===== config.mk =====
export PLATFORM = sky130hd
export DESIGN_NAME = fpga_config_loader
export DESIGN_NICKNAME = d
export VERILOG_FILES = /design/src/rtl/cfg_pkg.sv /design/src/rtl/cfg_serializer.sv /design/src/rtl/fpga_config_loader.sv
export SDC_FILE = /design/constraint.sdc
export NUM_CORES = 1
export LEC_CHECK = 0
export ABC_AREA = 0
export BUFFER_PORTS_ARGS = -buffer_cell sky130_fd_sc_hd__buf_2
export CORE_MARGIN = 3
export CORE_UTILIZATION = 53
export DETAILED_ROUTE_END_ITERATION = 10
export GPL_TIMING_DRIVEN = 1
export HOLD_SLACK_MARGIN = 0.1
export PLACE_DENSITY = 0.88
export SLEW_MARGIN = 20
export SYNTH_ARGS = -nofsm -noshare
export SYNTH_HDL_FRONTEND = slang
export SYNTH_SLANG_ARGS = --single-unit

===== constraint.sdc =====
create_clock -name clk -period 10.1 [get_ports clk]
set_input_delay 1.515 -clock clk [delete_from_list [all_inputs] [get_ports clk]]
set_output_delay 1.515 -clock clk [all_outputs]
set_load 0.01 [all_outputs]

===== src/rtl/cfg_pkg.sv =====
// Shared constants for the fabric configuration loader: default widths and FSM state encodings.
// Optional readback datapath in the loader is enabled with CONFIG_READBACK_EN.
package cfg_pkg;

    localparam int WORD_W_DEF = 32;
    localparam int LEN_W_DEF  = 20;

    localparam logic [2:0] ST_IDLE  = 3'd0;
    localparam logic [2:0] ST_LOAD  = 3'd1;
    localparam logic [2:0] ST_SHIFT = 3'd2;
    localparam logic [2:0] ST_SET   = 3'd3;
    localparam logic [2:0] ST_DONE  = 3'd4;

endpackage


===== src/rtl/cfg_serializer.sv =====
// Holding register and bit pointer that turn one configuration word into an LSB-first bit stream.
module cfg_serializer
    import cfg_pkg::*;
#(
    parameter int WORD_W = WORD_W_DEF
) (
    input  logic              clk,
    input  logic              rst,
    input  logic              load,
    input  logic              advance,
    input  logic [WORD_W-1:0] din,
    output logic              bit_out,
    output logic              last_bit
);

    localparam int IDX_W = (WORD_W > 1) ? $clog2(WORD_W) : 1;

    logic [WORD_W-1:0] hold;
    logic [IDX_W-1:0]  bit_idx;

    // NOTE: hold is pure data and every use of it is gated by cfg_cen, so it carries no reset.
    always_ff @(posedge clk) begin
        if (load) hold <= din;
    end

    always_ff @(posedge clk) begin
        if (rst)          bit_idx <= '0;
        else if (load)    bit_idx <= '0;
        else if (advance) bit_idx <= bit_idx + 1'b1;
    end

    assign bit_out  = hold[bit_idx];
    assign last_bit = (bit_idx == IDX_W'(WORD_W - 1));

endmodule


===== src/rtl/fpga_config_loader.sv =====
// Streams configuration words LSB first into the fabric shift chain, then pulses cset.
// Define CONFIG_READBACK_EN to add the shift_out capture path (cfg_ret, rb_word, rb_valid).
module fpga_config_loader
    import cfg_pkg::*;
#(
    parameter int WORD_W = WORD_W_DEF,
    parameter int LEN_W  = LEN_W_DEF
) (
    input  logic              clk,
    input  logic              rst,
    input  logic              start,
    input  logic [LEN_W-1:0]  num_bits,
    input  logic [WORD_W-1:0] din,
    input  logic              din_valid,
    output logic              din_ready,
    output logic              cfg_cen,
    output logic              cfg_shift,
    output logic              cfg_set,
    output logic              busy,
    output logic              done
`ifdef CONFIG_READBACK_EN
    ,
    input  logic              cfg_ret,
    output logic [WORD_W-1:0] rb_word,
    output logic              rb_valid
`endif
);

    logic [2:0]       state;
    logic [LEN_W-1:0] bits_left;
    logic             in_shift;
    logic             last_bit;
    logic             ser_bit;
    logic             accept;

    assign in_shift  = (state == ST_SHIFT);
    // A word may also be taken on the last bit of the previous one so cen has no gap.
    assign din_ready = (state == ST_LOAD) ||
                       (in_shift && last_bit && (bits_left > LEN_W'(1)));
    assign accept    = din_valid && din_ready;

    always_ff @(posedge clk) begin
        if (rst) begin
            state     <= ST_IDLE;
            bits_left <= '0;
        end else begin
            case (state)
                ST_IDLE: begin
                    if (start) begin
                        bits_left <= num_bits;
                        state     <= (num_bits == '0) ? ST_SET : ST_LOAD;
                    end
                end
                ST_LOAD: begin
                    if (din_valid) state <= ST_SHIFT;
                end
                ST_SHIFT: begin
                    bits_left <= bits_left - 1'b1;
                    if (bits_left == LEN_W'(1)) state <= ST_SET;
                    else if (last_bit)          state <= din_valid ? ST_SHIFT : ST_LOAD;
                end
                ST_SET:  state <= ST_DONE;
                ST_DONE: state <= ST_IDLE;
                default: state <= ST_IDLE;
            endcase
        end
    end

    cfg_serializer #(.WORD_W(WORD_W)) u_ser (
        .clk      (clk),
        .rst      (rst),
        .load     (accept),
        .advance  (in_shift),
        .din      (din),
        .bit_out  (ser_bit),
        .last_bit (last_bit)
    );

    assign cfg_cen   = in_shift;
    assign cfg_shift = in_shift & ser_bit;
    assign cfg_set   = (state == ST_SET);
    assign busy      = (state != ST_IDLE);
    assign done      = (state == ST_DONE);

`ifdef CONFIG_READBACK_EN
    localparam int IDX_W = (WORD_W > 1) ? $clog2(WORD_W) : 1;

    logic [IDX_W-1:0]  rb_cnt;
    logic [WORD_W-1:0] rb_acc;
    logic [WORD_W-1:0] rb_next;

    // Starting each word from zero leaves the high bits of a final partial word cleared.
    always_comb begin
        rb_next         = (rb_cnt == '0) ? '0 : rb_acc;
        rb_next[rb_cnt] = cfg_ret;
    end

    always_ff @(posedge clk) begin
        if (rst) begin
            rb_cnt   <= '0;
            rb_acc   <= '0;
            rb_word  <= '0;
            rb_valid <= 1'b0;
        end else begin
            rb_valid <= 1'b0;
            if (cfg_cen) begin
                rb_acc <= rb_next;
                if ((rb_cnt == IDX_W'(WORD_W - 1)) || (bits_left == LEN_W'(1))) begin
                    rb_word  <= rb_next;
                    rb_valid <= 1'b1;
                    rb_cnt   <= '0;
                end else begin
                    rb_cnt <= rb_cnt + 1'b1;
                end
            end
        end
    end
`endif

endmodule


### After elaboration in Yosys (flattened, before gate mapping)

Index checks and enable logic that the tools add are counted.

* register bits: 60
* latch bits: 0
* memory bits (writable): 0
* memory bits (read-only): 0
* input bits: 56
* output and inout bits: 6
* word-level logic and storage cells: 40
* memories kept: 0

* add/subtract/negate cells: 2
* multipliers: 0
* divide/modulo/power cells: 0
* order comparisons: 2
* eq/ne operators: 9
* shift-type cells: 0
* muxes and demuxes: 11
* bitwise operators: 1
* reductions and logical operators: 11

Operators by type and width (count)
* $pmux 20 s2: 1
* $eq 20x1->1 const B: 1
* $gt 20x1->1 const B: 1
* $logic_not 20->1: 1
* $mux 20: 1
* $sub 20x1->20 const B: 1
* $mux 3: 4
* $pmux 3 s4: 1
* $eq 3x2->1 const B: 2
* $lt 5x6->1 const B: 1
* $add 5x1->5 const B: 1
* $bmux 1 s5: 1
* $eq 5x5->1 const B: 1
* $mux 2: 2
* $ne 2x2->1 const B: 2
* $eq 3x1->1 const B: 1
* $eq 3x3->1 const B: 1
* $logic_and 1x1->1: 3
* $logic_not 3->1: 1
* $ne 3x1->1 const B: 1
* $reduce_and 3->1: 1
* $reduce_bool 3->1: 1
* $reduce_and 2->1: 1
* $reduce_bool 2->1: 1
* other kinds (4): 4

### Depth between registers and ports, before layout

Gate-level depths: netlist of the first run.

* depth in word-level cells: 6
* mapped depth: 7
* gate-level depth less buffers: 6

### Hierarchy

Synthesis of the first run repeated with hierarchy kept, for this count alone.

* cell total of the unflattened synthesis: 273
* area, all modules: 2960.3 um2

By module, submodules not included
* cfg_serializer: times used 1, cells each 84, area each 1521.5 um2, seq. area each 1061.0 um2
* fpga_config_loader: times used 1, cells each 189, area each 1438.9 um2, seq. area each 460.4 um2

### Least setup slack after synthesis of the first run

Ideal clock, no wire load.

* path type: input to register
* start point: in din_valid
* end point: reg u_ser.hold[0] (enable)
* setup time: 432 ps
* data arrival time: 3145 ps
* data required time: 9668 ps
* setup slack: 6523 ps
* stages: 2
* buffers on the path: 0
* cell sequence: inv_1 -> a21oi_1

* cells in the longest elaborated chain, start to end: 1

RTL lines
* from (decl): line fpga_config_loader.sv:14 `input logic din_valid,`
* $logic_and 1x1->1: line fpga_config_loader.sv:40 `assign accept = din_valid && din_ready;`
* net accept: line fpga_config_loader.sv:34 `logic accept;`
* to (signal assigned): line cfg_serializer.sv:23 `if (load) hold <= din;`
* to (decl): line cfg_serializer.sv:18 `logic [WORD_W-1:0] hold;`

The timed path passes the listed nets, and every way through them passes these cells.
A chain may end at the register's enable or synchronous reset.

### Worst setup path after layout of the first run

* start point: reg state[1]
* end point: out din_ready

* cells in the longest elaborated chain, start to end: 4
* elaborated cells between the ends (all ways): 5
* classes of those cells: 2 x eq/ne; 3 x reduce/logical

RTL lines
* from (decl): line fpga_config_loader.sv:29 `logic [2:0] state;`
* from (signal assigned): line fpga_config_loader.sv:51 `state <= (num_bits == '0) ? ST_SET : ST_LOAD;`
* from (signal assigned): line fpga_config_loader.sv:60 `else if (last_bit) state <= din_valid ? ST_SHIFT : ST_LOAD;`
* $eq 3x2->1: line fpga_config_loader.sv:36 `assign in_shift = (state == ST_SHIFT);`
* $logic_and 1x1->1 (2 in series): line fpga_config_loader.sv:39 `(in_shift && last_bit && (bits_left > LEN_W'(1)));`
* $logic_or 1x1->1 (*): line fpga_config_loader.sv:38 `assign din_ready = (state == ST_LOAD) ||`
* to (decl): line fpga_config_loader.sv:15 `output logic din_ready,`

Mark *: on every way between the ends. The rest lies on a longest branch, timed or not.

==> impl_metrics.tcl, run 1 <==
set metrics [dict create \
    track_usage_pct 22.1 \
    skew_ps 6.44 \
    place_ws_ps 6610 \
    cts_tree "built" \
    setup_ws_ps 6230 \
    routed_wl_mm 6.63 \
    place_congestion 0.884 \
    ctsHtreeMaxLevel 3 \
    worst_pin_slew_ps 614 \
    hold_viol 0 \
    grt_overflow 0 \
    critPathCaptureType "output port" \
    yosys-top-cells-count "32 x edfxtp_1, 28 x dfxtp_1, 20 x nor2_1" \
    crit_type "reg2out" \
    setup_violations 0 \
    synth_top_cell_by_area "edfxtp_1" \
    clk_pin_slew_ps 70 \
    first_global_vias 2312 \
    route.met2.wl_mm 3.26 \
    syn_nets 336 \
    wl_per_cell_microns 16.3 \
    internal_power_w 0.000409 \
    yosysUniqueCellTypes 59 \
    async_reset_ff_share_pct 0 \
    seq_power_share_pct 49.8 \
    fin_crit_sh_pct 38.3 \
    drt_iter0_drc 284 \
    area_growth_pct 16.9 \
    drive_gt1_share_pct 28.8 \
    fp.dieW_microns 81.3 \
    ys_top_cells_by_area "edfxtp_1 32%, dfxtp_1 19%, mux4_2 5.2%" \
    syn_inst 276 \
    fp-row-count 26 \
    wl_met1_mm 2.76 \
    cp.arrival_ps 2360 \
    synth_ff_type "edfxtp_1" \
    rsz0062_at_grt "false" \
    die-area_sq_um 6610 \
    fp.coreArea_sq_um 5300 \
    status "complete, no violations" \
    antenna_found_initial 0 \
    tns_ps 0 \
    synth-edff-count 32 \
    swShare_pct 30.1 \
    postCtsSetupBuffers 0 \
    p_leak_nw 1.31 \
    synth.avg_cell_area_sq_um 10.9 \
    power_frac_clock_pct 32.7 \
    drtAntennaViolNets 0 \
    placed_cell_area_sq_um 3340 \
    routed_via_density 6.09 \
    min_period_ps 3870 \
    worstSetupStartpointType "flop" \
    hold_class "reg2reg" \
    place_hpwl_mm 4.74 \
    portBuffers 61 \
    clk_latency_ps 350 \
    yosysWarnings 0 \
    fin_nets 392 \
    io_pins 62 \
    pwr-share-comb_pct 17.6 \
    synth_top_area_share_pct 32.0 \
    powerDensity_nw_per_um2 166 \
    switchingPower_w 0.000176 \
    stdcell_area_sq_um 3510 \
    cp_max_fo 16 \
    ctsRootBufferMaster "clkbuf_8" \
    grt_pass1_wl_mm 10.9 \
    syn-cell-area_sq_um 3010 \
    start_util_pct 56.7 \
    cts_resized 0 \
    grt_max_degree 33 \
    ir_drop_uv 130 \
    antenna_cells 0 \
    hold-worst-slack_ps 524 \
    drtPass1Iterations 4 \
    yosysSeqAreaShare_pct 50.6 \
    wl_met3_microns 498 \
    cts_hold_buf 0 \
    maxCapViolations 0 \
    yosysMostFrequentCell "edfxtp_1" \
    required_ps 8590 \
    drc 0 \
    clockBufferDepth 2 \
    max_freq_mhz 258 \
    numClockSinks 60 \
    dr_total_vias 2478 \
    highest_layer "met4" \
    relSlewSlack_pct 58.6 \
    maxSlewViolCount 0 \
    die_h_microns 81.3 \
    ys_seq_elements 60 \
    cts_made_buffers 9 \
]
==> registers in the layout, summed over array words and instances, names as in the netlist <==
signal and cells:
u_ser.bit_idx 5, state 3, u_ser.hold 32, bits_left 20
==> metrics by stage <==
step | total power [W] | util [%] | std cells
after detailed placement | 0.000397 | 63.0 | 391
after floorplan | 0.000367 | - | 276
final | 0.000585 | 66.3 | 407
after global placement | 0.000393 | 63.0 | 391
after CTS | 0.000587 | 66.3 | 407
after global routing | 0.000615 | 66.3 | 407
==> cells by family (layout without fill, tap and decap cells) <==
kind of cell / Yosys count / after routing / share of synthesized area, %
simple gates: 107 / 107 / 20.2
buf+inv: 24 / 85 / 3.58
xor+xnor: 3 / 3 / 0.874
fa+ha+maj: 4 / 4 / 1.67
flops: 60 / 60 / 50.6
mux: 16 / 16 / 8.33
compound gates: 62 / 62 / 14.7
==> power by group through the flow <==
stage | clock [W] | sequential, W | combinational, W
6_report | 0.000191 | 0.000291 | 0.000103
5_1_grt | 0.000208 | 0.000293 | 0.000114
3_5_place_dp | 0 | 0.000296 | 0.000101
4_1_cts | 0.000195 | 0.000291 | 0.000102
2_1_floorplan | 0 | 0.000288 | 0.0000783
3_3_place_gp | 0 | 0.000295 | 0.0000989
==> cell usage in the layout, fill, tap and decap left out, types with 9 or more instances in the layout <==
cell	Yosys	routed
buf_2	2	61
edfxtp_1	32	32
dfxtp_1	28	28
nor2_1	20	20
nand2_1	15	15
nor3_1	14	14
or3_1	11	11
a21oi_1	11	10
o211ai_1	9	9
nor4_1	9	9
clkbuf_8	0	9
==> worst max-delay path, cell delays in order, from the launching register on <==
cell and delay (ps):
dfxtp_1 560, or3b_1 580, inv_2 320, and2_1 190
o21ai_0 130, nand2_1 100, buf_2 120
==> layer usage <==
layer	vias up	GRT usage (%)
li1	1207	-
met1	1166	27.8
met2	94	34.1
met3	11	8.54
met4	0	8.78
met5	-	0
==> area by class of cell <==
type / count / area [sq um]
clock buffer: 9 / 124
clock inverter: 7 / 52.6
fill: 416 / 1790
inverter: 6 / 22.5
multi-input combinational: 192 / 1390
sequential: 60 / 1520
tap: 70 / 87.6
timing repair buffer: 63 / 320
==> final timing paths <==
path,startpoint,to,slack (ps),depth (start not counted)
setup / recovery,state[1],din_ready,6230,6
hold / removal,bits_left[16],bits_left[16],520,2
setup reg to reg,state[1],u_ser.hold[12],7440,6
hold reg to reg,bits_left[16],bits_left[16],520,2
(Power assumes the default switching activity.)
==> inputs of run 2 (changes only) <==
--- a/config.mk
+++ b/config.mk
@@ -5,14 +5,14 @@
 export SDC_FILE = /design/constraint.sdc
 export NUM_CORES = 1
 export LEC_CHECK = 0
-export ABC_AREA = 0
+export ABC_AREA = 1
 export BUFFER_PORTS_ARGS = -buffer_cell sky130_fd_sc_hd__buf_2
 export CORE_MARGIN = 3
-export CORE_UTILIZATION = 53
+export CORE_UTILIZATION = 50
 export DETAILED_ROUTE_END_ITERATION = 10
 export GPL_TIMING_DRIVEN = 1
 export HOLD_SLACK_MARGIN = 0.1
-export PLACE_DENSITY = 0.88
+export PLACE_DENSITY = 0.86
 export SLEW_MARGIN = 20
 export SYNTH_ARGS = -nofsm -noshare
 export SYNTH_HDL_FRONTEND = slang
==> constraint.sdc (replaced) <==
create_clock -name clk -period 3.5 [get_ports clk]
set_input_delay 0.525 -clock clk [delete_from_list [all_inputs] [get_ports clk]]
set_output_delay 0.525 -clock clk [all_outputs]
set_load 0.01 [all_outputs]
==> impl_metrics.tcl, run 2 <==
set metrics [dict create \
    status "complete, no violations" \
    yosysMostFrequentCell "nand2_1" \
    fp.dieW_microns 87.7 \
    routed_via_density 5.26 \
    synth_compound_area_share_pct 8.14 \
    cts_resized 0 \
    drc 0 \
    io_pins 62 \
    utilization_pct 60.4 \
    synth_mux_area_share_pct 0 \
    fin_crit_sh_pct 75.5 \
    fp-row-count 29 \
    drtPass1Iterations 8 \
    min_period_ps 2640 \
    yosysSeqAreaShare_pct 45.6 \
    die-area_sq_um 7690 \
    ctsHtreeMaxLevel 3 \
    place_hpwl_mm 5.59 \
    antenna_cells 0 \
    grt_overflow 0 \
    async_reset_ff_share_pct 0 \
    multiInputGateArea_sq_um 1540 \
    placed_cell_area_sq_um 3680 \
    layout_common_cells "131 x nand2_1, 61 x buf_2, 60 x nor2_1, 44 x nand3_1, 43 x inv_1" \
    largest_reg_flops 32 \
    cts_hold_buf 0 \
    maxCapViolations 0 \
    ys_top_cells_by_area "edfxtp_1 29%, dfxtp_1 17%, nand2_1 15%" \
    worst_pin_slew_ps 620 \
    start_util_pct 52.0 \
    synth-edff-count 32 \
    clk_latency_ps 340 \
    largestRegisters "u_ser.hold (32), bits_left (20), u_ser.bit_idx (5)" \
    syn-cell-area_sq_um 3340 \
    cp_slowest_cell "dfxtp_1" \
    wl_per_cell_microns 13.0 \
    drive_gt1_share_pct 20.4 \
    hold_viol 0 \
    antenna_found_initial 0 \
    skew_ps 11.5 \
    setup_violations 0 \
    power_w 0.00301 \
    die_h_microns 87.7 \
    clk_pin_slew_ps 70 \
    critPathCaptureType "output port" \
    first_global_vias 2990 \
    synth-simple-area-share_pct 35.3 \
    max_freq_mhz 379 \
    clockBufferDepth 2 \
    rrSetupSlack_ps 1080 \
    syn_inst 441 \
    synth_xor_area_share_pct 1.31 \
    crit_type "reg2out" \
    stdcell_area_sq_um 3880 \
    ys_seq_elements 60 \
    drtAntennaViolNets 0 \
    relSlewSlack_pct 58.6 \
    cts_tree "built" \
    required_ps 2970 \
    regMostFlops "u_ser.hold" \
    routed_wl_mm 7.62 \
    synthAdderAreaFrac_pct 1.50 \
    setup_ws_ps 858 \
    fin_nets 564 \
    hold_class "in2reg" \
    p_leak_nw 1.72 \
    synth_top_family_by_area "simple AND/OR/NAND/NOR gates" \
    track_usage_pct 22.2 \
    fillers 563 \
    place_ws_ps 1060 \
    dr_total_vias 3080 \
    numClockSinks 60 \
    regArea_sq_um 1520 \
    cts_made_buffers 9 \
    grt_pass1_wl_mm 13.3 \
    synth_top_area_share_pct 28.8 \
    yosysWarnings 0 \
    synth_top_cell_by_area "edfxtp_1" \
    synth_ff_type "edfxtp_1" \
    rsz0062_at_grt "false" \
    ir_drop_uv 382 \
    ctsRootBufferMaster "clkbuf_8" \
    critPathMaxStageDelay_ps 720 \
    area_growth_pct 16.2 \
    yosys-top-cells-count "131 x nand2_1, 60 x nor2_1, 44 x nand3_1" \
    grt_max_degree 33 \
    powerDensity_nw_per_um2 776 \
    place_congestion 0.892 \
    worstSetupStartpointType "flop" \
    syn_nets 501 \
    drt_iter0_drc 306 \
    synth.avg_cell_area_sq_um 7.57 \
    yosysUniqueCellTypes 35 \
    maxSlewViolCount 0 \
    fp.coreArea_sq_um 6420 \
    portBuffers 61 \
    tns_ps 0 \
    worstPathCellList "ha_1, inv_1, nor2_1, ha_1, inv_1, nor2_1, nand3_1, nand2_2, buf_2" \
    cp_max_fo 20 \
    cp.arrival_ps 2120 \
    postCtsSetupBuffers 0 \
    final_common_cell "nand2_1" \
]
## run 2: area by class of cell
type                            count  area share, %
Clock buffer                       11           3.65
Clock inverter                      5           1.35
Inverter                           51           5.45
Multi-Input combinational cell    320           39.8
Sequential cell                    60           39.2
Tap cell                           77           2.48
Timing Repair Buffer               62           8.06
## run 2: through the flow
| stage | hold WS (ps) | std cells |
|---|---|---|
| detailed placement | 493 | 570 |
| CTS | 343 | 586 |
| finish | 352 | 586 |
| global placement | 481 | 570 |
| global route | 329 | 586 |
| floorplan | 469 | 441 |
## run 2: worst paths after layout
path	startpoint	to	cells past startpoint
setup / recovery	u_ser.bit_idx[0]	din_ready	9
hold / removal	din[0]	u_ser.hold[0]	1
setup reg to reg	u_ser.bit_idx[0]	u_ser.hold[18]	11
hold reg to reg	bits_left[19]	bits_left[19]	2
## run 2: metal layers
layer  up-vias  global-route usage (%)  share of wire, %
met5         -                       0                 0
met4         0                    10.5               3.3
met3        24                    3.95               6.8
met2       113                    38.2                50
met1      1383                    26.8                40
li1       1560                       -                 -
## run 2: critical path: cells and delay by family, from the launching register on
kind / cells / cell delay [ps]
flip-flops: 1 / 720
buffers and inverters: 3 / 230
adder cells (fa/ha/maj): 2 / 420
AND/OR/NAND/NOR: 4 / 400
## run 2: cells by family after synthesis
group           after synthesis
fa+ha+maj                     4
xor+xnor                      5
flops                        60
buf+inv                      61
simple gates                264
compound gates               47
## run 2: where the power goes
group / switching, W / total [W] / leakage (nW) / internal (W)
Combinational: 0.000898 / 0.00133 / 1.10 / 0.000436
Clock: 0.000277 / 0.000621 / 0.0991 / 0.000344
Sequential: 0.000144 / 0.00106 / 0.522 / 0.000912
